`src/rtl/uart_pkg.sv`:
```
// Shared types and constants for the UART receive framing controller.
package uart_pkg;

    typedef enum logic [2:0] {
        HUNT,
        LEN,
        PAYLOAD,
        CHK,
        DRAIN
    } state_t;

    typedef enum logic [2:0] {
        ERR_NONE     = 3'd0,
        ERR_FRAMING  = 3'd1,
        ERR_LENGTH   = 3'd2,
        ERR_CHECKSUM = 3'd3,
        ERR_OVERRUN  = 3'd4,
        ERR_TIMEOUT  = 3'd5
    } err_t;

    localparam logic [7:0] DEF_SOF_BYTE = 8'hA5;

endpackage

```
`src/rtl/uart_rx_frame_ctrl_if.sv`:
```
// Receiver-side inputs, payload stream and status outputs of the framing controller.
interface uart_rx_frame_ctrl_if;
    logic [7:0] rx_data;
    logic       rx_ready;
    logic       rx_error;
    logic       rx_idle;
    logic [7:0] out_data;
    logic       out_valid;
    logic       out_ready;
    logic       out_last;
    logic       frame_ok;
    logic       frame_err;
    logic [2:0] err_code;
    logic       busy;

    modport slave (
        input  rx_data, rx_ready, rx_error, rx_idle, out_ready,
        output out_data, out_valid, out_last, frame_ok, frame_err, err_code, busy
    );

    modport master (
        output rx_data, rx_ready, rx_error, rx_idle, out_ready,
        input  out_data, out_valid, out_last, frame_ok, frame_err, err_code, busy
    );
endinterface

```
`src/rtl/uart_edge_det.sv`:
```
// Rising-edge detector for a uart_rx level flag; pulse is combinational in the rising cycle.
module uart_edge_det (
    input  logic clk50m,
    input  logic rst_n,
    input  logic d,
    output logic rise
);
    logic d_q;
    logic d_d;

    always_comb d_d = d;

    always_ff @(posedge clk50m or negedge rst_n) begin
        if (!rst_n) d_q <= 1'b0;
        else        d_q <= d_d;
    end

    assign rise = d & ~d_q;
endmodule

```
`src/rtl/uart_rx_frame_ctrl.sv`:
```
// Frames uart_rx bytes as SOF/LEN/payload/XOR and streams the payload only after the checksum passes.
module uart_rx_frame_ctrl
    import uart_pkg::*;
#(
    parameter int unsigned MAX_LEN     = 16,
    parameter logic [7:0]  SOF_BYTE    = DEF_SOF_BYTE,
    parameter int unsigned TIMEOUT_CYC = 50_000
) (
    input logic                 clk50m,
    input logic                 rst_n,
    uart_rx_frame_ctrl_if.slave bus
);
    localparam int unsigned   IW       = $clog2(MAX_LEN + 1);
    localparam int unsigned   AW       = (MAX_LEN > 1) ? $clog2(MAX_LEN) : 1;
    localparam int unsigned   GW       = $clog2(TIMEOUT_CYC + 1);
    localparam logic [GW-1:0] GAP_MAX  = GW'(TIMEOUT_CYC);
    localparam logic [GW-1:0] GAP_TRIP = GW'(TIMEOUT_CYC - 1);
    localparam logic [7:0]    LEN_MAX  = 8'(MAX_LEN);

    state_t        state_q, state_d;
    logic [IW-1:0] len_q, len_d;
    logic [IW-1:0] wr_idx_q, wr_idx_d;
    logic [IW-1:0] rd_idx_q, rd_idx_d;
    logic [GW-1:0] gap_q, gap_d;
    logic [7:0]    chk_q, chk_d;
    logic          frame_ok_q, frame_ok_d;
    logic          frame_err_q, frame_err_d;
    err_t          err_code_q, err_code_d;
    logic [7:0]    mem_q [MAX_LEN];
    logic          mem_we;

    logic byte_ev, err_ev, in_frame, timeout_hit, last_rd, xfer;

    uart_edge_det u_ready_edge (.clk50m(clk50m), .rst_n(rst_n), .d(bus.rx_ready), .rise(byte_ev));
    uart_edge_det u_error_edge (.clk50m(clk50m), .rst_n(rst_n), .d(bus.rx_error), .rise(err_ev));

    assign in_frame    = (state_q == LEN) || (state_q == PAYLOAD) || (state_q == CHK);
    assign timeout_hit = in_frame && bus.rx_idle && (gap_q == GAP_TRIP);
    assign last_rd     = (rd_idx_q == len_q - IW'(1));
    assign xfer        = (state_q == DRAIN) && bus.out_ready;

    always_comb begin
        state_d     = state_q;
        len_d       = len_q;
        wr_idx_d    = wr_idx_q;
        rd_idx_d    = rd_idx_q;
        chk_d       = chk_q;
        frame_ok_d  = 1'b0;
        frame_err_d = 1'b0;
        err_code_d  = err_code_q;
        mem_we      = 1'b0;

        if (!in_frame || byte_ev)                      gap_d = '0;
        else if (bus.rx_idle && (gap_q != GAP_MAX))    gap_d = gap_q + GW'(1);
        else                                           gap_d = gap_q;

        unique case (state_q)
            HUNT: begin
                if (byte_ev && !err_ev && (bus.rx_data == SOF_BYTE)) state_d = LEN;
            end
            LEN, PAYLOAD, CHK: begin
                // Priority inside a frame: stop-bit error, then the byte, then the idle timeout.
                if (err_ev) begin
                    frame_err_d = 1'b1;
                    err_code_d  = ERR_FRAMING;
                    state_d     = HUNT;
                end else if (byte_ev) begin
                    if (state_q == LEN) begin
                        if ((bus.rx_data == 8'd0) || (bus.rx_data > LEN_MAX)) begin
                            frame_err_d = 1'b1;
                            err_code_d  = ERR_LENGTH;
                            state_d     = HUNT;
                        end else begin
                            len_d    = bus.rx_data[IW-1:0];
                            chk_d    = bus.rx_data;
                            wr_idx_d = '0;
                            state_d  = PAYLOAD;
                        end
                    end else if (state_q == PAYLOAD) begin
                        mem_we   = 1'b1;
                        chk_d    = chk_q ^ bus.rx_data;
                        wr_idx_d = wr_idx_q + IW'(1);
                        if (wr_idx_q == len_q - IW'(1)) state_d = CHK;
                    end else if (bus.rx_data == chk_q) begin
                        frame_ok_d = 1'b1;
                        rd_idx_d   = '0;
                        state_d    = DRAIN;
                    end else begin
                        frame_err_d = 1'b1;
                        err_code_d  = ERR_CHECKSUM;
                        state_d     = HUNT;
                    end
                end else if (timeout_hit) begin
                    frame_err_d = 1'b1;
                    err_code_d  = ERR_TIMEOUT;
                    state_d     = HUNT;
                end
            end
            DRAIN: begin
                if (byte_ev) begin
                    frame_err_d = 1'b1;
                    err_code_d  = ERR_OVERRUN;
                end
                if (xfer) begin
                    rd_idx_d = rd_idx_q + IW'(1);
                    if (last_rd) state_d = HUNT;
                end
            end
            default: state_d = HUNT;
        endcase
    end

    always_ff @(posedge clk50m or negedge rst_n) begin
        if (!rst_n) begin
            state_q     <= HUNT;
            len_q       <= '0;
            wr_idx_q    <= '0;
            rd_idx_q    <= '0;
            gap_q       <= '0;
            chk_q       <= '0;
            frame_ok_q  <= 1'b0;
            frame_err_q <= 1'b0;
            err_code_q  <= ERR_NONE;
        end else begin
            state_q     <= state_d;
            len_q       <= len_d;
            wr_idx_q    <= wr_idx_d;
            rd_idx_q    <= rd_idx_d;
            gap_q       <= gap_d;
            chk_q       <= chk_d;
            frame_ok_q  <= frame_ok_d;
            frame_err_q <= frame_err_d;
            err_code_q  <= err_code_d;
        end
    end

    // Payload storage needs no reset: it is only read in DRAIN after a full frame was written.
    always_ff @(posedge clk50m) begin
        if (mem_we) mem_q[wr_idx_q[AW-1:0]] <= bus.rx_data;
    end

    assign bus.out_valid = (state_q == DRAIN);
    assign bus.out_data  = (state_q == DRAIN) ? mem_q[rd_idx_q[AW-1:0]] : '0;
    assign bus.out_last  = (state_q == DRAIN) && last_rd;
    assign bus.frame_ok  = frame_ok_q;
    assign bus.frame_err = frame_err_q;
    assign bus.err_code  = err_code_q;
    assign bus.busy      = (state_q != HUNT);
endmodule

```
`src/flat_wrapper.sv`:
```
// flat-port wrapper written by rule: the top's interface ports become plain ports
module uart_rx_frame_ctrl_flat import uart_pkg::*;
#(
    parameter int unsigned MAX_LEN     = 16,
    parameter logic [7:0]  SOF_BYTE    = DEF_SOF_BYTE,
    parameter int unsigned TIMEOUT_CYC = 50_000
)
  (clk50m, rst_n, bus_rx_data, bus_rx_ready, bus_rx_error, bus_rx_idle, bus_out_ready, bus_out_data, bus_out_valid, bus_out_last, bus_frame_ok, bus_frame_err, bus_err_code, bus_busy);
  uart_rx_frame_ctrl_if bus_i ();
  input logic clk50m;
  input logic rst_n;
  input wire logic [$bits(bus_i.rx_data)-1:0] bus_rx_data;
  input wire logic [$bits(bus_i.rx_ready)-1:0] bus_rx_ready;
  input wire logic [$bits(bus_i.rx_error)-1:0] bus_rx_error;
  input wire logic [$bits(bus_i.rx_idle)-1:0] bus_rx_idle;
  input wire logic [$bits(bus_i.out_ready)-1:0] bus_out_ready;
  output wire logic [$bits(bus_i.out_data)-1:0] bus_out_data;
  output wire logic [$bits(bus_i.out_valid)-1:0] bus_out_valid;
  output wire logic [$bits(bus_i.out_last)-1:0] bus_out_last;
  output wire logic [$bits(bus_i.frame_ok)-1:0] bus_frame_ok;
  output wire logic [$bits(bus_i.frame_err)-1:0] bus_frame_err;
  output wire logic [$bits(bus_i.err_code)-1:0] bus_err_code;
  output wire logic [$bits(bus_i.busy)-1:0] bus_busy;
  assign bus_i.rx_data = bus_rx_data;
  assign bus_i.rx_ready = bus_rx_ready;
  assign bus_i.rx_error = bus_rx_error;
  assign bus_i.rx_idle = bus_rx_idle;
  assign bus_i.out_ready = bus_out_ready;
  assign bus_out_data = bus_i.out_data;
  assign bus_out_valid = bus_i.out_valid;
  assign bus_out_last = bus_i.out_last;
  assign bus_frame_ok = bus_i.frame_ok;
  assign bus_frame_err = bus_i.frame_err;
  assign bus_err_code = bus_i.err_code;
  assign bus_busy = bus_i.busy;
  uart_rx_frame_ctrl #(.MAX_LEN(MAX_LEN), .SOF_BYTE(SOF_BYTE), .TIMEOUT_CYC(TIMEOUT_CYC)) u_core (.clk50m(clk50m), .rst_n(rst_n), .bus(bus_i));
endmodule
```
`config.mk`:
```
export PLATFORM = sky130hd
export DESIGN_NAME = uart_rx_frame_ctrl_flat
export DESIGN_NICKNAME = d
export VERILOG_FILES = /design/src/rtl/uart_pkg.sv /design/src/rtl/uart_rx_frame_ctrl_if.sv /design/src/rtl/uart_edge_det.sv /design/src/rtl/uart_rx_frame_ctrl.sv /design/src/flat_wrapper.sv
export SDC_FILE = /design/constraint.sdc
export NUM_CORES = 1
export LEC_CHECK = 0
export BUFFER_PORTS_ARGS = -buffer_cell sky130_fd_sc_hd__buf_4
export CAP_MARGIN = 10
export CORE_ASPECT_RATIO = 0.8
export CORE_UTILIZATION = 55
export CTS_CLUSTER_DIAMETER = 120
export CTS_CLUSTER_SIZE = 10
export DETAILED_ROUTE_END_ITERATION = 7
export GPL_TIMING_DRIVEN = 0
export PLACE_DENSITY = 0.75
export SYNTH_ARGS = -nofsm -noshare
export SYNTH_HDL_FRONTEND = slang
export SYNTH_HIERARCHICAL = 1
export SYNTH_SLANG_ARGS = --single-unit
```
`constraint.sdc`:
```
create_clock -name clk50m -period 2.9 [get_ports clk50m]
set_input_delay 0.145 -clock clk50m [delete_from_list [all_inputs] [get_ports clk50m]]
set_output_delay 0.145 -clock clk50m [all_outputs]
set_load 0.03 [all_outputs]
```
==> results.yml <==
setup_path:
  cp_slowest_stage_delay_ns: 0.58
  cp_data_required_time_ns: 2.76
  startpoint_of_the_worst_register_to_register_path: "u_core/u_ready_edge/d_q$_DFF_PN0_"
  reg2regPathDepth: 6
  path_max_fanout: 10
  timing.critical_path.from: "u_core/rd_idx_q[0]$_DFFE_PN0P_"
  slowest_stage_cell_on_the_critical_path: "mux4_2"
  critical_path_arrival_ns: 2.61
  worstPathCellList: "buf_6 -> buf_6 -> mux4_2 -> mux4_2 -> and2_1 -> buf_4"
  reg2reg_setup_slack_ns: 0.20
  worst_setup_path_end_kind: "output port"
  worst-path-buf-inv: 3
  crit_path_end: "bus_out_data[3]"
  critical-path-top-delay-family: "multiplexers"
  critical_path_class: "flop to output port"
  cp-start-kind: "flop"
  cp_num_cells: 6
  r2r-end: "u_core/mem_q[1][7]$_DFFE_PP_"
final_layout:
  design.final.nets: 602
  insertedDiodeCount: 0
  filler_cell_count: 986
  final_cell_count_no_fill: 773
  area_growth_syn_to_layout_pct: 13.5
  drive_gt1_frac: 0.224
yosys:
  post-synth-top-area-cell: "edfxtp_1"
  synth.top_cells.by_count: "edfxtp_1, dfrtp_1, mux4_2, nor2_1"
  synth-warning-count: 6
  synth.distinct_cells: 58
  yosys-top-cells-area: "edfxtp_1, dfrtp_1, mux4_2"
  syn-cell-area_mm2: 0.00793
  synth_top_flop_cell: "edfxtp_1"
  post_synth.cell_area_avg_um2: 15.1
  postSynthNetCount: 548
  asyncSetResetFlopFracSynth: 0.277
  post_synthesis_sequential_element_count: 177
  synth.yosys.seq_area_share: 0.640
  synth_enable_flop_cells: 128
  top_area_cell_type_share_of_the_netlist_area: 0.485
  yosys.cell_count.top_type: "edfxtp_1"
  synth_cells: 526
timing:
  hold_viol_final: 0
  finalCritPeriodShare: 0.951
  fmaxAchievable_mhz: 363
  layout_setup_ws_ns: 0.142
  final.min_clock_period_ns: 2.76
  total_setup_violations_reported_at_the_end_of_the_flow: 0
  slew_headroom: 0.502
  setup_total_negative_slack_ns: 0
  clock_skew_ns: 0.00879
  unrepaired_setup_endpoints_after_global_routing: "false"
  timing.final.max_slew_violations: 0
  worst-slew-pin-transition_ns: 0.747
  worst_hold_slack_ns: 0.0775
drt:
  dr.first_iter.drc_count: 550
  drc: 0
  route.antenna.remaining_nets: 0
  routed_wirelength_um: 16800
  via_count: 4774
  routed_wire_length_per_instance_um: 21.7
  number_of_iterations_in_the_first_detailed_routing_pass: 6
  drt-vias-per-instance: 6.18
global_routing:
  grt_pass1_vias: 4701
  global_route_wire_length_before_repair_um: 26100
  grt_overflow: 0
  antenna_found_initial: 0
  grt_start_max_net_pins: 50
  grt_util_all_layers: 0.249
power:
  power.sequential.fraction: 0.501
  power_density_mw_per_mm2: 646
  total_switching_power_mw: 1.51
  leakagePower_nw: 3.21
  power.share.switching: 0.259
  total_power_mw: 5.81
  internal-power_mw: 4.30
  power.share.clock: 0.356
  p_comb_frac: 0.143
  vdd_ir_drop_max_v: 0.000492
worst_hold_path:
  worstHoldPathType: "input pin to flop"
  holdPathStages: 1
place:
  placement.io_buffers: 29
  detailedPlacementHpwl_um: 11100
  preCtsSetupSlack_ns: 0.105
  dp_cells: 739
  gpl.final_weighted_congestion: 0.823
die:
  floorplan.die_area_mm2: 0.0149
  core_mm2: 0.0138
  die_h_um: 109
  starting_density_of_the_core: 0.575
  rows: 38
  number_of_ports_placed_on_the_die_boundary: 30
  dieWidth_um: 136
cts:
  path_clk_slew_ns: 0.06
  root_buffer: "clkbuf_16"
  cts_setup_buffers: 0
  cts.htree.levels: 4
  cts_max_path_buffers: 2
  clock_latency_ns: 0.43
  cts_num_sinks: 177
  cts_tree: "yes"
  cts_inserted_buffers: 17
status:
  outcome: "finished clean"
flow_run:
  cap_viol_max_count: 0
-- layout by cell type, fill, tap and decap left out, types with 3 or more instances in the layout --
cell / netlist / routed
and2_1: 15 / 15
dfrtp_1: 49 / 48
xnor2_1: 14 / 14
dlygate4sd3_1: 0 / 3
clkbuf_2: 1 / 3
edfxtp_1: 128 / 128
nor3_1: 9 / 9
nand4_1: 12 / 12
a21oi_1: 24 / 24
clkinv_1: 0 / 4
and3_1: 10 / 10
nor4_1: 4 / 4
nor4b_2: 0 / 4
o31ai_1: 5 / 5
clkbuf_16: 0 / 17
clkinvlp_4: 0 / 4
mux2_2: 6 / 6
xor2_1: 19 / 19
mux4_2: 40 / 40
buf_6: 3 / 3
nor2_1: 31 / 31
nand2_1: 19 / 19
buf_2: 6 / 7
o21ai_0: 24 / 24
clkbuf_1: 14 / 13
ha_1: 8 / 8
or3_1: 4 / 4
nand3_1: 19 / 19
a31oi_1: 6 / 6
nand3b_1: 3 / 3
buf_4: 1 / 33
inv_1: 12 / 12
-- per-layer routing --
metal,vias up,GRT usage,share of wire
met5,-,0,0
met4,0,0.0619,0.0083
met3,13,0.0678,0.069
met2,163,0.364,0.47
met1,2460,0.373,0.46
li1,2138,-,-
-- worst min-delay path by stage --
stage                                              end  slack (ns)            from
finish                   u_core/mem_q[12][4]$_DFFE_PP_        0.08  bus_rx_data[4]
global route              u_core/mem_q[6][4]$_DFFE_PP_        0.07  bus_rx_data[4]
CTS                      u_core/mem_q[10][4]$_DFFE_PP_        0.06  bus_rx_data[4]
detailed placement        u_core/gap_q[13]$_DFFE_PN0P_        0.21           rst_n
global placement          u_core/gap_q[13]$_DFFE_PN0P_        0.20           rst_n
floorplan           u_core/bus.err_code[0]$_DFFE_PN0P_       -0.15           rst_n
-- final cells by class --
| type | instances | area, um2 | area share |
|---|---|---|---|
| Sequential cell | 177 | 5070 | 0.564 |
| Multi-Input combinational cell | 311 | 2700 | 0.301 |
| Clock buffer | 20 | 437 | 0.0486 |
| Timing Repair Buffer | 36 | 278 | 0.0309 |
| Tap cell | 180 | 225 | 0.0250 |
| Buffer | 25 | 140 | 0.0156 |
| Clock inverter | 12 | 93.8 | 0.0104 |
| Inverter | 12 | 45.0 | 0.00501 |
-- cells by family (layout without fill, tap and decap cells) --
| group | after synthesis | after routing | share of synthesized area |
|---|---|---|---|
| flip-flops | 177 | 177 | 0.640 |
| AND/OR/NAND/NOR | 152 | 152 | 0.109 |
| AO/OA/AOI/OAI | 69 | 69 | 0.0521 |
| multiplexers | 48 | 48 | 0.125 |
| buffers and inverters | 38 | 105 | 0.0224 |
| XOR/XNOR | 34 | 34 | 0.0393 |
| adder cells (fa/ha/maj) | 8 | 8 | 0.0126 |
-- repair_timing --
action                                 CTS  global route
hold buffers                             3             0
resized for setup                        3             4
endpoints found under the hold margin   51             0
cloned                                   0             0
setup endpoints to repair                8             7
-- power groups by stage --
| stage | logic, mW | clock network, mW | registers [mW] |
|---|---|---|---|
| floorplan | 0.550 | 0 | 2.97 |
| global placement | 0.777 | 0 | 2.95 |
| detailed placement | 0.814 | 0 | 2.96 |
| CTS | 0.824 | 2.11 | 2.91 |
| global route | 0.916 | 2.20 | 2.92 |
| finish | 0.828 | 2.07 | 2.91 |
-- registers in the layout (all words and copies together), names as in the netlist --
register                 count
u_core/gap_q                16
u_core/u_ready_edge/d_q      1
u_core/bus.err_code          3
u_core/u_error_edge/d_q      1
u_core/chk_q                 8
u_core/bus.frame_err         1
u_core/wr_idx_q              5
u_core/rd_idx_q              5
u_core/state_q               3
u_core/mem_q               128
u_core/len_q                 5
u_core/bus.frame_ok          1
-- through the flow --
stage | util | instance area (um2)
5_1_grt | 0.652 | 8990
3_5_place_dp | 0.611 | 8420
4_1_cts | 0.652 | 8980
3_3_place_gp | 0.607 | 8370
2_1_floorplan | - | 7930
6_report | 0.652 | 8990
Power figures use the tool's default switching activity.
